<file path="config.mk">
export PLATFORM = sky130hd
export DESIGN_NAME = xbar_arbiter
export DESIGN_NICKNAME = d
export VERILOG_FILES = /design/src/rtl/xbar_pkg.sv /design/src/rtl/arb_timer.sv /design/src/rtl/xbar_arbiter.sv
export SDC_FILE = /design/constraint.sdc
export NUM_CORES = 1
export LEC_CHECK = 0
export ABC_AREA = 1
export ABC_CLOCK_PERIOD_IN_PS = 1500
export BUFFER_PORTS_ARGS = -buffer_cell sky130_fd_sc_hd__buf_2
export CAP_MARGIN = 20
export CORE_ASPECT_RATIO = 1.75
export CORE_MARGIN = 4
export CORE_UTILIZATION = 45
export DETAILED_ROUTE_END_ITERATION = 8
export PLACE_DENSITY = 0.66
export SLEW_MARGIN = 10
export SYNTH_ARGS = -nofsm -noshare
export SYNTH_HDL_FRONTEND = slang
export SYNTH_SLANG_ARGS = --single-unit
</file>
<file path="constraint.sdc">
create_clock -name clk -period 1.5 [get_ports clk]
set_input_delay 0.225 -clock clk [delete_from_list [all_inputs] [get_ports clk]]
set_output_delay 0.225 -clock clk [all_outputs]
set_load 0.05 [all_outputs]
</file>
<file path="src/rtl/xbar_pkg.sv">
// Shared types and constants for the two-master crossbar arbiter.
// MASTER0/MASTER1 are also the encodings of the response mux select.
package xbar_pkg;

   typedef enum logic [1:0] {
      IDLE = 2'd0,
      OWN0 = 2'd1,
      OWN1 = 2'd2
   } arb_state_t;

   localparam logic MASTER0 = 1'b0;
   localparam logic MASTER1 = 1'b1;

endpackage

</file>
<file path="src/rtl/arb_timer.sv">
// Grant-hold timer: counts owned cycles without ack and saturates.
// o_expired flags the cycle whose count step reaches TIMEOUT_CYCLES-1.
module arb_timer #(
   parameter int TIMEOUT_CYCLES = 256
) (
   input  logic clk,
   input  logic rst,
   input  logic i_clear,
   input  logic i_enable,
   output logic o_expired
);

   localparam int W = (TIMEOUT_CYCLES > 2) ? $clog2(TIMEOUT_CYCLES) : 1;
   localparam logic [W-1:0] LAST = W'(TIMEOUT_CYCLES - 1);
   localparam logic [W-1:0] PRE  = W'(TIMEOUT_CYCLES - 2);

   logic [W-1:0] r_cnt;

   always_ff @(posedge clk or posedge rst) begin
      if (rst) begin
         r_cnt <= '0;
      end else if (i_clear) begin
         r_cnt <= '0;
      end else if (i_enable && (r_cnt != LAST)) begin
         r_cnt <= r_cnt + 1'b1;
      end
   end

   assign o_expired = i_enable && (r_cnt == PRE);

endmodule

</file>
<file path="src/rtl/xbar_arbiter.sv">
// Two-master round-robin arbiter for a shared slave path, with a
// forced release when the owner holds the grant too long without ack.
module xbar_arbiter
   import xbar_pkg::*;
#(
   parameter int TIMEOUT_CYCLES = 256
) (
   input  logic clk,
   input  logic rst,
   input  logic i_req0,
   input  logic i_req1,
   input  logic i_ack,
   output logic o_gnt0,
   output logic o_gnt1,
   output logic o_sel,
   output logic o_busy,
   output logic o_timeout
);

   arb_state_t r_state;
   logic       r_last;
   logic       w_clear;
   logic       w_enable;
   logic       w_expired;

   // Any cycle that cannot continue the current ownership restarts the count.
   assign w_clear  = (r_state == IDLE) || i_ack || o_timeout;
   assign w_enable = !w_clear;

   arb_timer #(
      .TIMEOUT_CYCLES(TIMEOUT_CYCLES)
   ) u_timer (
      .clk      (clk),
      .rst      (rst),
      .i_clear  (w_clear),
      .i_enable (w_enable),
      .o_expired(w_expired)
   );

   always_ff @(posedge clk or posedge rst) begin
      if (rst) begin
         r_state   <= IDLE;
         r_last    <= MASTER1;
         o_gnt0    <= 1'b0;
         o_gnt1    <= 1'b0;
         o_sel     <= MASTER0;
         o_busy    <= 1'b0;
         o_timeout <= 1'b0;
      end else begin
         o_timeout <= 1'b0;
         unique case (r_state)
            IDLE: begin
               if (i_req0 && (!i_req1 || (r_last == MASTER1))) begin
                  r_state <= OWN0;
                  o_gnt0  <= 1'b1;
                  o_sel   <= MASTER0;
                  o_busy  <= 1'b1;
               end else if (i_req1) begin
                  r_state <= OWN1;
                  o_gnt1  <= 1'b1;
                  o_sel   <= MASTER1;
                  o_busy  <= 1'b1;
               end
            end
            OWN0: begin
               if (i_ack || o_timeout) begin
                  r_last <= MASTER0;
                  o_gnt0 <= 1'b0;
                  if (i_ack && i_req1) begin
                     r_state <= OWN1;
                     o_gnt1  <= 1'b1;
                     o_sel   <= MASTER1;
                  end else begin
                     r_state <= IDLE;
                     o_busy  <= 1'b0;
                  end
               end else if (w_expired) begin
                  o_timeout <= 1'b1;
               end
            end
            OWN1: begin
               if (i_ack || o_timeout) begin
                  r_last <= MASTER1;
                  o_gnt1 <= 1'b0;
                  if (i_ack && i_req0) begin
                     r_state <= OWN0;
                     o_gnt0  <= 1'b1;
                     o_sel   <= MASTER0;
                  end else begin
                     r_state <= IDLE;
                     o_busy  <= 1'b0;
                  end
               end else if (w_expired) begin
                  o_timeout <= 1'b1;
               end
            end
            default: begin
               r_state <= IDLE;
               o_gnt0  <= 1'b0;
               o_gnt1  <= 1'b0;
               o_busy  <= 1'b0;
            end
         endcase
      end
   end

endmodule

</file>
== Yosys cells after proc, flatten, opt, wreduce, memory -nomap -nowiden ==
Cells that the tools add are included.
Storage, ports and cells
  bits in registers: 16
  output and inout port bits: 5
  word-level logic and storage cells: 79
Cells by class
  reductions and logical operators: 22
  mux-type cells: 34
  $add $sub $neg: 1
  equal/unequal tests: 14
Operators by type and width (number)
  two-way mux 1 bit: 21
  two-way mux 8 bit: 2
  != test 2 bit, second input constant: 8
  one-hot mux 1 bit (3 select lines): 4
  two-way mux 2 bit: 5
  AND reduction 5 bit: 2
  adder 8 x 1 -> 8 bit, second input constant: 1
  equality test 8 bit, second input constant: 1
  != test 8 bit, second input constant: 1
  one-hot mux 2 bit (3 select lines): 1
  AND reduction 3 bit: 2
  AND reduction 6 bit: 1
  logical AND 1 bit: 5
  logical OR 1 bit: 4
  AND reduction 4 bit: 1
  nonzero test 2 bit: 2
  != test 3 x 2 -> 1 bit, second input constant: 1
  nonzero test 3 bit: 1
  equality test 2 x 1 -> 1 bit, second input constant: 1
  equality test 2 bit, second input constant: 1
  zero test 1 bit: 2
  zero test 2 bit: 1
  != test 2 x 1 -> 1 bit, second input constant: 1
  one-hot mux 1 bit (2 select lines): 1
  OR reduction 2 bit: 1

== Longest topological paths before layout ==
  depth in word-level cells: 8
  gate-level depth with buffers: 9
  mapped depth without buffers: 9

== Hierarchy ==
A second synthesis with hierarchy kept.
Second synthesis, totals
  cells, all modules: 158
  area, all modules: 1087.3 um2
Modules (own cells, without submodules)
  xbar_arbiter: sequential area each 201.4 um2, area an instance 555.5 um2, cells an instance 81, instances 1
  arb_timer: sequential area each 200.2 um2, area an instance 531.8 um2, cells an instance 77, instances 1

== Least setup slack after synthesis ==
No wires, ideal clock.
  path kind: reg-to-reg
  start: register r_state[0]
  end: register r_state[0]
  path slack: 222 ps
  arrival time: 1162 ps
  cell stages (with the launch flop): 10
  clock period less this slack: 1278 ps
  cell sequence: dfrtp_1 > inv_1 > ha_1 > inv_2 > nor2_2 > nand2_1 > nand2_2 > nor2_1 > nand2_1 > nand2_1
On the way
  cells in the longest elaborated chain, start to end: 3
  elaborated cells between the ends (all ways): 8
  classes of those cells: eq/ne (5); mux (1); reduce/logical (2)
RTL lines
  start: declaration: RTL line xbar_arbiter.sv:20  | arb_state_t r_state;
  start signal: assignment: RTL line xbar_arbiter.sv:42  | r_state <= IDLE;
  start signal: assignment: RTL line xbar_arbiter.sv:54  | r_state <= OWN0;
  start signal: assignment: RTL line xbar_arbiter.sv:59  | r_state <= OWN1;
  equality test 2 x 1 -> 1 bit, or another cell as far along: RTL line xbar_arbiter.sv:51  | unique case (r_state)
  != test 2 bit (no line) / != test 3 x 2 -> 1 bit (equally long branches)
  AND reduction 3 bit (no line)
Parallel ways exist; a longest one is shown, timed or not.
A chain may end at the register's enable or synchronous reset.

== Worst setup path after layout ==
  start: register r_state[0]
  end: register o_busy
On the way
  cells in the longest elaborated chain, start to end: 3
  elaborated cells between the ends (all ways): 10
  classes of those cells: eq/ne (7); mux (1); reduce/logical (2)
RTL lines
  equality test 2 bit, or another cell as far along: RTL line xbar_arbiter.sv:51
  != test 2 bit (no line) / != test 3 x 2 -> 1 bit (equally long branches)
  AND reduction 5 bit (no line)
  end signal: assignment: RTL line xbar_arbiter.sv:47  | o_busy <= 1'b0;
  end signal: assignment: RTL line xbar_arbiter.sv:57  | o_busy <= 1'b1;
  end signal: assignment: RTL line xbar_arbiter.sv:62  | o_busy <= 1'b1;
  end: declaration: RTL line xbar_arbiter.sv:16  | output logic o_busy,
Parallel ways exist; a longest one is shown, timed or not.

==> impl_metrics.csv <==
group,metric,value,unit
clock_tree,cts_hold_buf,0,
setup_path,cp_max_fo,5,
cells_and_area,fillerInstances,207,
power,p_sw,0.000888,W
setup_path,crit_family,"flip-flops",
floorplanning,row_count,22,
power,switching_share,47.7,%
logic_synthesis,synth_compound_area_share,5.17,%
logic_synthesis,syn_area,1040,um^2
logic_synthesis,muxShareOfSynthArea,0,%
cells_and_area,finalNonFillerCells,173,
logic_synthesis,synthTopCellsByArea,"dfrtp_1, nand2_1, ha_1",
setup_path,crit_type,"reg -> reg",
timing,tightest_slew,609,ps
cells_and_area,nets,161,
power,clkPwrFrac,12.7,%
logic_synthesis,yosysTopAreaCell,"dfrtp_1",
logic_synthesis,ys_warn_count,0,
logic_synthesis,synth_cells,136,
clock_tree,htree_levels,1,
cells_and_area,diodes,0,
logic_synthesis,yosys.area_share.simple,40.0,%
logic_synthesis,synthAdderAreaFrac,7.21,%
timing,fin_crit,1350,ps
logic_synthesis,yosysSeqAreaShare,38.6,%
timing,worst_slack,152,ps
floorplanning,dieWidth,44.4,um
timing,finClkSkew,2.78,ps
setup_path,crit_chain,"inv_4, ha_4, inv_2, nor2_4, nand2_1, nand2_2, nor2_1, nand2_1, nand2_1",
grt,grtUsageTotal,14.8,%
grt,met1_usage,14.6,%
clock_tree,path_clk_slew,90,ps
power,cellInternalPower,0.000975,W
clock_tree,cts_buffer_depth,2,
grt,antenna_found_initial,0,
power,power_leakage,0.686,nW
logic_synthesis,ys_types,23,
cells_and_area,syn2layout_area_growth,14.5,%
detailed_routing,drcViolationCount,0,
detailed_routing,wl_per_cell,11.7,um
cells_and_area,final_cell_mix,"nand2_1, dfrtp_1, inv_1",
floorplanning,core_region_area,2150,um^2
timing,hold_viol,10,
detailed_routing,vias,889,
grt,gr-max-usage-layer,"met2",
setup_path,critPathSlowestCell,"dfrtp_2",
setup_path,end_kind,"flip-flop",
logic_synthesis,synth_nets,147,
floorplanning,initial_core_util,48.5,%
floorplanning,dieHeight,71.6,um
grt,grt_use_met3,1.51,%
place,gp_congestion,0.887,
detailed_routing,vias_per_cell,5.14,
status,violations,"negative hold slack",
detailed_routing,drtIter0Drc,33,
grt,grt_pass1_wl,3.61,mm
place,dpl.hpwl,1.61,mm
hold_path,hp-class,"in -> async",
power,max-vdd-ir-drop,0.611,mV
clock_tree,cts_setup_buffers,0,
clock_tree,insertion_delay,280,ps
timing,max_freq,0.742,GHz
setup_path,max_stage_delay,470,ps
detailed_routing,drt_pass1_iterations,4,
place,port_buffers,9,
setup_path,crit_top_cell,"nand2_1",
clock_tree,cts_sinks,16,
grt,grt_max_degree,17,
floorplanning,dieArea,3180,um^2
timing,setup_tns,0,ps
timing,hold_ws,-1.58,ps
grt,use_met2,28.7,%
power,p_per_area,1560,nW/um^2
status,status,"complete, but fails checks",
clock_tree,root_buffer,"clkbuf_4",
timing,rsz0062_at_grt,"no",
cells_and_area,drive_gt1_share,25.5,%
clock_tree,cts_repair_resize_count,0,
setup_path,cp_num_buf_inv,2,
clock_tree,cts_inserted_buffers,3,
clock_tree,tritoncts,"built",
timing,timing.slew.headroom,59.4,%
setup_path,arrival,1530,ps
timing,slew_viol_final,0,
run,cap_violations,0,
place,dp_cells,169,
detailed_routing,ant_nets,0,
cells_and_area,final_common_cell,"nand2_1",
detailed_routing,routed_wl,2.03,mm
setup_path,required,1680,ps
logic_synthesis,netlist.area_leader.share,36.1,%
floorplanning,ios,10,
logic_synthesis,synth_xor_area_share,1.68,%
logic_synthesis,yosys_register_bits,16,
timing,post-route-period-util,89.9,%
grt,overflow,0,
power,pwr-share-seq,34.5,%
setup_path,startpoint_type,"flip-flop",
grt,grt_pass1_vias,909,
logic_synthesis,synth_top_family_by_area,"simple AND/OR/NAND/NOR gates",
cells_and_area,utilization,55.5,%
power,p_comb_share,52.8,%
logic_synthesis,postSynthAreaPerCell,7.65,um^2
timing,setup_viol,0,
place,place_ws,53.5,ps
==> per-stage QoR <==
step                      hold slack [ps]  total power [W]  area, um^2
final                               -1.58          0.00186        1190
after global routing                 52.5          0.00203        1190
after CTS                            17.7          0.00177        1140
after detailed placement              332          0.00153        1120
after global placement                327          0.00153        1120
after floorplan                       138          0.00133        1040
==> final timing paths <==
kind	end	cells past startpoint	from	slack [ps]
max in group asynchronous	r_state[1]$_DFFE_PP0P_	2	rst	1080
worst max register to register	o_busy$_DFFE_PP0P_	9	r_state[0]$_DFFE_PP0P_	150
worst min-delay path	o_busy$_DFFE_PP0P_	2	rst	-2
worst max-delay path	o_busy$_DFFE_PP0P_	9	r_state[0]$_DFFE_PP0P_	150
worst min register to register	o_gnt1$_DFFE_PP0P_	2	o_gnt1$_DFFE_PP0P_	490
min in group clk	o_timeout$_DFF_PP0_	4	i_ack	350
==> layout make-up <==
| type | count | area (um^2) | share of cell area, % |
|---|---|---|---|
| multi-input combinational | 101 | 608 | 51.0 |
| inverter | 19 | 78.8 | 6.61 |
| timing repair buffer | 9 | 45.0 | 3.78 |
| tap | 24 | 30.0 | 2.52 |
| sequential | 16 | 404 | 33.9 |
| clock buffer | 4 | 26.3 | 2.20 |
==> layer usage <==
| layer | vias to the layer above | share of wire, % |
|---|---|---|
| met2 | 9 | 57 |
| li1 | 455 | - |
| met4 | 0 | 1.6 |
| met5 | - | 0 |
| met1 | 421 | 39 |
| met3 | 4 | 2.9 |
==> cells by family (layout without fill, tap and decap cells) <==
family | count (synthesis) | in the layout
AOI/OAI and AO/OA | 10 | 10
xor gates and xnor gates | 2 | 2
adders and majority gates | 6 | 6
buffers and inverters | 19 | 32
DFF | 16 | 16
and+or+nand+nor | 83 | 83
==> cell usage after synthesis <==
cell type   n
nor2_4      1
nand2_2     5
a21oi_1     1
dfrtp_1    15
inv_1      14
ha_1        6
inv_4       2
nor2_8      2
nand2_1    46
nand2_4     1
o21bai_1    1
nor2_1      9
xor2_1      2
a31oi_1     1
dfstp_2     1
nand4_1     5
nand3_1    10
o21ai_1     2
nor3_1      1
inv_2       3
nor2_2      2
o21ai_0     5
nand3_4     1
==> registers in the layout, indices dropped and copies added (netlist names) <==
signal	flops
r_state	2
o_gnt0	1
r_last	1
o_sel	1
o_gnt1	1
u_timer.r_cnt	8
o_busy	1
o_timeout	1
==> power by group through the flow <==
| stage | clock network (W) | logic, W | registers (W) |
|---|---|---|---|
| detailed placement | 0 | 0.000903 | 0.000631 |
| CTS | 0.000243 | 0.000908 | 0.000622 |
| global route | 0.000262 | 0.00112 | 0.000655 |
| global placement | 0 | 0.000900 | 0.000627 |
| finish | 0.000236 | 0.000984 | 0.000642 |
| floorplan | 0 | 0.000518 | 0.000810 |
Note: power is estimated with default switching activity, not from simulation.
